--- src/rtl/mem_access_unit_pkg.sv ---
// Shared memory-stage types: FSM states, funct3 load/store encodings,
// the captured data-memory request and legality helpers.
package corePckg;

  localparam int unsigned cPkgXlen = 32;

  typedef enum logic {
    IDLE = 1'b0,
    WAIT = 1'b1
  } tMemState;

  localparam logic [2:0] cLb  = 3'd0;
  localparam logic [2:0] cLh  = 3'd1;
  localparam logic [2:0] cLw  = 3'd2;
  localparam logic [2:0] cLbu = 3'd4;
  localparam logic [2:0] cLhu = 3'd5;
  localparam logic [2:0] cSb  = 3'd0;
  localparam logic [2:0] cSh  = 3'd1;
  localparam logic [2:0] cSw  = 3'd2;

  typedef struct packed {
    logic                we;
    logic [cPkgXlen-1:0] addr;
    logic [cPkgXlen-1:0] wdata;
    logic [3:0]          be;
  } tDmemReq;

  function automatic logic memOpLegal(input logic isRead, input logic isWrite,
                                      input logic [2:0] funct3);
    if (isRead && isWrite) return 1'b0;
    if (isRead) return funct3 inside {cLb, cLh, cLw, cLbu, cLhu};
    return funct3 < 3'd3;
  endfunction

  // Size is encoded in funct3[1:0] for both loads and stores.
  function automatic logic memOpAligned(input logic [2:0] funct3, input logic [1:0] addrLo);
    case (funct3[1:0])
      2'd1:    return !addrLo[0];
      2'd2:    return addrLo == 2'b00;
      default: return 1'b1;
    endcase
  endfunction

endpackage

--- src/rtl/mem_access_unit_load_align.sv ---
// Selects the addressed byte/half/word from a read word and extends it.
module mem_load_align
  import corePckg::*;
#(
  parameter int cXLEN = 32
) (
  input  logic [cXLEN-1:0] iRData,
  input  logic [1:0]       iAddrLo,
  input  logic [2:0]       iFunct3,
  output logic [cXLEN-1:0] oData
);

  logic [7:0]  byteSel;
  logic [15:0] halfSel;

  always_comb begin
    byteSel = iRData[8*iAddrLo +: 8];
    halfSel = iRData[16*iAddrLo[1] +: 16];
    case (iFunct3)
      cLb:     oData = {{(cXLEN-8){byteSel[7]}}, byteSel};
      cLbu:    oData = {{(cXLEN-8){1'b0}}, byteSel};
      cLh:     oData = {{(cXLEN-16){halfSel[15]}}, halfSel};
      cLhu:    oData = {{(cXLEN-16){1'b0}}, halfSel};
      default: oData = iRData;
    endcase
  end

endmodule

--- src/rtl/mem_access_unit.sv ---
// Memory-access stage: issues one load/store at a time over a req/ack port,
// extends load data, and forwards non-memory writebacks with one cycle latency.
module mem_access_unit
  import corePckg::*;
#(
  parameter int cXLEN         = 32,
  parameter int cRegAddrWidth = 5
) (
  input  logic                     iClk,
  input  logic                     iRst,
  input  logic                     iMemRead,
  input  logic                     iMemWrite,
  input  logic [cXLEN-1:0]         iMemAddr,
  input  logic [cXLEN-1:0]         iMemData,
  input  logic [2:0]               iMemOpType,
  input  logic [cRegAddrWidth-1:0] iMemRdAddr,
  input  logic                     iRegDv,
  input  logic [cRegAddrWidth-1:0] iRegAddr,
  input  logic [cXLEN-1:0]         iRegData,
  output logic                     oStall,
  output logic                     oDmemReq,
  output logic                     oDmemWe,
  output logic [cXLEN-1:0]         oDmemAddr,
  output logic [cXLEN-1:0]         oDmemWData,
  output logic [3:0]               oDmemBe,
  input  logic                     iDmemAck,
  input  logic [cXLEN-1:0]         iDmemRData,
  output logic                     oRegDv,
  output logic [cRegAddrWidth-1:0] oRegAddr,
  output logic [cXLEN-1:0]         oRegData,
  output logic                     oExcept
);

  tMemState                 state;
  tDmemReq                  req;
  logic                     isLoad;
  logic [2:0]               funct3;
  logic [1:0]               lane;
  logic [cRegAddrWidth-1:0] rd;

  logic                     memOp;
  logic                     opOk;
  logic [3:0]               nextBe;
  logic [cXLEN-1:0]         nextWData;
  logic [cXLEN-1:0]         loadVal;

  mem_load_align #(.cXLEN(cXLEN)) uLoadAlign (
    .iRData  (iDmemRData),
    .iAddrLo (lane),
    .iFunct3 (funct3),
    .oData   (loadVal)
  );

  always_comb begin
    memOp     = iMemRead | iMemWrite;
    opOk      = memOpLegal(iMemRead, iMemWrite, iMemOpType) &&
                memOpAligned(iMemOpType, iMemAddr[1:0]);
    nextBe    = 4'b1111;
    nextWData = iMemData;
    if (iMemWrite) begin
      case (iMemOpType[1:0])
        2'd0: begin
          nextBe    = 4'b0001 << iMemAddr[1:0];
          nextWData = {4{iMemData[7:0]}};
        end
        2'd1: begin
          nextBe    = 4'b0011 << {iMemAddr[1], 1'b0};
          nextWData = {2{iMemData[15:0]}};
        end
        default: nextBe = 4'b1111;
      endcase
    end
  end

  always_ff @(posedge iClk) begin
    if (iRst) begin
      state    <= IDLE;
      req      <= '0;
      isLoad   <= 1'b0;
      funct3   <= '0;
      lane     <= '0;
      rd       <= '0;
      oRegDv   <= 1'b0;
      oRegAddr <= '0;
      oRegData <= '0;
      oExcept  <= 1'b0;
    end else begin
      oRegDv  <= 1'b0;
      oExcept <= 1'b0;
      case (state)
        IDLE: begin
          if (memOp) begin
            if (opOk) begin
              state  <= WAIT;
              req    <= '{we: iMemWrite, addr: {iMemAddr[cXLEN-1:2], 2'b00},
                          wdata: nextWData, be: nextBe};
              isLoad <= iMemRead;
              funct3 <= iMemOpType;
              lane   <= iMemAddr[1:0];
              rd     <= iMemRdAddr;
            end else begin
              oExcept <= 1'b1;
            end
          end else begin
            oRegDv   <= iRegDv;
            oRegAddr <= iRegAddr;
            oRegData <= iRegData;
          end
        end
        WAIT: begin
          if (iDmemAck) begin
            state <= IDLE;
            if (isLoad) begin
              oRegDv   <= (rd != '0);
              oRegAddr <= rd;
              oRegData <= loadVal;
            end
          end
        end
        default: state <= IDLE;
      endcase
    end
  end

  // Port outputs are zeroed outside WAIT so a dropped transaction leaves nothing driven.
  assign oStall     = (state == WAIT);
  assign oDmemReq   = oStall;
  assign oDmemWe    = oStall & req.we;
  assign oDmemAddr  = oStall ? req.addr  : '0;
  assign oDmemWData = oStall ? req.wdata : '0;
  assign oDmemBe    = oStall ? req.be    : '0;

endmodule
--- config.mk ---
export PLATFORM = sky130hd
export DESIGN_NAME = mem_access_unit
export DESIGN_NICKNAME = d
export VERILOG_FILES = /design/src/rtl/mem_access_unit_pkg.sv /design/src/rtl/mem_access_unit_load_align.sv /design/src/rtl/mem_access_unit.sv
export SDC_FILE = /design/constraint.sdc
export NUM_CORES = 1
export LEC_CHECK = 0
export ABC_AREA = 1
export CORE_UTILIZATION = 40
export DETAILED_ROUTE_END_ITERATION = 6
export PLACE_DENSITY_LB_ADDON = 0.3
export SYNTH_ARGS = -nofsm -noshare
export SYNTH_HDL_FRONTEND = slang
export SYNTH_SLANG_ARGS = --single-unit
export TNS_END_PERCENT = 5
--- constraint.sdc ---
create_clock -name iClk -period 1.2 [get_ports iClk]
set_input_delay 0.12 -clock iClk [delete_from_list [all_inputs] [get_ports iClk]]
set_output_delay 0.12 -clock iClk [all_outputs]
set_load 0.01 [all_outputs]
==> reports/results.ini <==
[yosys]
ys_types = 26
avgSynthCellArea_sq_um = 6.17
synth-seq-area-share_pct = 36.9
syn_area_sq_um = 6400
ys_warn_count = 0
synth-seq-cells = 118
synth_cells = 1038

[route]
wl_met1_mm = 9.15
dr.pass1.iters = 4
post_drt_wl_per_cell_um = 15.0
drc = 0
top_layer_used = met4
drt-initial-drc-count = 521
ant_nets = 0
drt_wl_total_mm = 23.2
wl_met3_mm = 2.17
wl_met2_mm = 11.2
vias = 7746
vias_per_cell = 4.99

[floorplanning]
die_height_um = 129
start_util_pct = 41.5
die_area_sq_um = 16500
coreArea_sq_um = 15400
die_w_um = 129
num_io_pins = 257
rows = 45

[power_and_ir_drop]
peakVddDrop_mv = 0.927
pwr_density_cell_nw_per_um2 = 1110
total_leakage_power_nw = 5.25
power_mw = 11.9

[min_path]
hold_path_class = in2reg
hold_end = req[60]$_SDFFE_PP0P_
hp-start = iRst
hold_depth = 3

[sta]
rsz0062_at_grt = yes
skew_ps = 7.19
hold_viol = 0
finalSetupViolCount = 186
finalCriticalPeriod_ps = 1530
setup_ws_ps = -333
timing.fmax_mhz = 652
fin_tns_setup_ps = -43030
final_max_slew_viol_count = 0
min_period_over_period_pct = 128

[layout]
fillers = 1291
fin_util_pct = 69.5
multi_input_area_sq_um = 3550
nets = 1478
drive_gt1_share_pct = 23.7
regArea_sq_um = 2370
area.growth.synth_to_final_pct = 67.3

[clock_network]
cts.sinks = 118
path_clk_slew_ps = 60
cts_hold_buf = 0
clkLatencyLatePin_ps = 410
cts-root-buf = clkbuf_16
numCtsBuffers = 17
max-clock-path-buffers = 2
cts_tree = yes
htreeDepth = 4

[setup_path]
critPathRequiredTime_ps = 1080
path_class = reg2out
critPathArrivalTime_ps = 1410
worstRegToRegCells = 8
r2r_setup_slack_ps = -310
critPathMaxFanout = 7
r2r-start = oDmemReq$_SDFF_PP0_
end_kind = output port
start_kind = register
r2r_end = req[16]$_SDFFE_PP0P_

[outcome]
violations = setup timing
outcome = finished, violations left

[global_route]
antenna_found_initial = 1
grt_util_all_layers_pct = 27.8
grt_pass1_vias = 7316
grt_pass1_wl_mm = 36.1
overflow = 0
grt_max_degree = 75

[placement]
dp_hpwl_mm = 15.4
io_buffers = 254
globalplace.congestion = 0.888

[flow_run]
maxCapViolations = 0

==> synth_stat cells <==
master	number	area, sq um
a21oi_1	160	801
a31oi_1	5	31.3
a41o_1	1	10.0
and2_1	1	6.26
buf_1	1	3.75
buf_2	26	130
buf_4	12	90.1
buf_6	1	11.3
clkbuf_1	35	131
clkinv_1	2	7.51
conb_1	1	3.75
dfxtp_1	118	2360
ha_1	3	37.5
inv_1	122	458
inv_2	2	7.51
nand2_1	363	1360
nand2_2	2	12.5
nand3_1	34	170
nand3_4	1	17.5
nand4_1	8	50.1
nor2_1	21	78.8
nor2_2	1	6.26
nor3_1	2	10.0
o2111ai_1	1	8.76
o21ai_0	98	490
or2_2	17	106
==> state kept, by name, summed over array words and instances (netlist names) <==
register,flops
funct3,3
oRegDv,1
oExcept,1
oDmemReq,1
isLoad,1
oRegAddr,5
req,67
oRegData,32
rd,5
lane,2
==> metal layers <==
metal	up-vias	track usage, %
met2	336	47.8
met5	-	0
met3	47	7.86
met1	3509	32.6
met4	0	11.3
li1	3854	-
==> layout by cell type, fill, tap and decap left out, types with 8 or more instances in the layout <==
cell	n
nand2_1	319
clkdlybuf4s50_1	143
a21oi_1	137
dfxtp_1	116
inv_1	99
o21ai_0	62
buf_4	52
buf_2	41
dlygate4sd2_1	39
nand2_2	37
buf_6	35
nand3_1	32
o21ai_1	28
a21oi_2	23
buf_12	23
inv_2	22
nor2_1	19
clkbuf_16	18
nand2_4	9
or2_2	9
o21ai_2	8
or2_4	8
nand4_1	8
==> what timing repair did <==
item / in CTS / in global routing
cloned: 8 / 1
gates resized for setup: 409 / 102
buffers inserted: 13 / 5
endpoints found under the setup margin: 224 / 187
pin swaps: 57 / 23
==> logic make-up after synthesis <==
| family | Yosys count | synth area share (%) |
|---|---|---|
| compound gates | 265 | 20.9 |
| fa+ha+maj | 3 | 0.586 |
| buf+inv | 201 | 13.1 |
| flops | 118 | 36.9 |
| other cells | 1 | 0.0585 |
| simple gates | 450 | 28.4 |
==> power breakdown <==
part / switching [mW] / total [mW] / internal (mW)
Sequential: 0.142 / 4.30 / 4.16
Combinational: 1.35 / 2.76 / 1.41
Clock: 1.81 / 4.84 / 3.02
==> per-stage QoR <==
stage / cells / area [sq um] / hold WS [ps] / setup WS, ps
floorplan: 1039 / 6570 / 263 / -7.84
global placement: 1495 / 9620 / 448 / -696
detailed placement: 1495 / 9620 / 454 / -794
CTS: 1547 / 10400 / 214 / -340
global route: 1551 / 10700 / 250 / -382
finish: 1552 / 10700 / 233 / -333
==> how the worst max path moves through the flow <==
stage	startpoint	to	depth (start not counted)	slack (ps)
floorplan	oDmemReq$_SDFF_PP0_	oDmemAddr[10]	5	-8
global placement	iMemOpType[0]	rd[4]$_SDFFE_PP0P_	11	-700
detailed placement	iMemOpType[0]	req[38]$_SDFFE_PP0P_	12	-790
CTS	oDmemReq$_SDFF_PP0_	oDmemAddr[31]	5	-340
global route	oDmemReq$_SDFF_PP0_	oDmemWData[9]	6	-380
finish	oDmemReq$_SDFF_PP0_	oDmemWData[9]	6	-330
==> layout make-up <==
type / count / share of cell area, %
Inverter: 126 / 4.59
Timing Repair Buffer: 345 / 32.6
Sequential cell: 118 / 22.1
Clock buffer: 21 / 4.11
Tap cell: 211 / 2.46
Multi-Input combinational cell: 720 / 33.1
Clock inverter: 10 / 1.00
Antenna cell: 1 / 0.0233
==> worst max-delay path: stages, from the launching register on <==
cell,delay (ps)
dfxtp_4,360
buf_12,150
buf_6,120
buf_16,140
nand2_2,70
inv_2,40
buf_6,110
(Power assumes the default switching activity.)
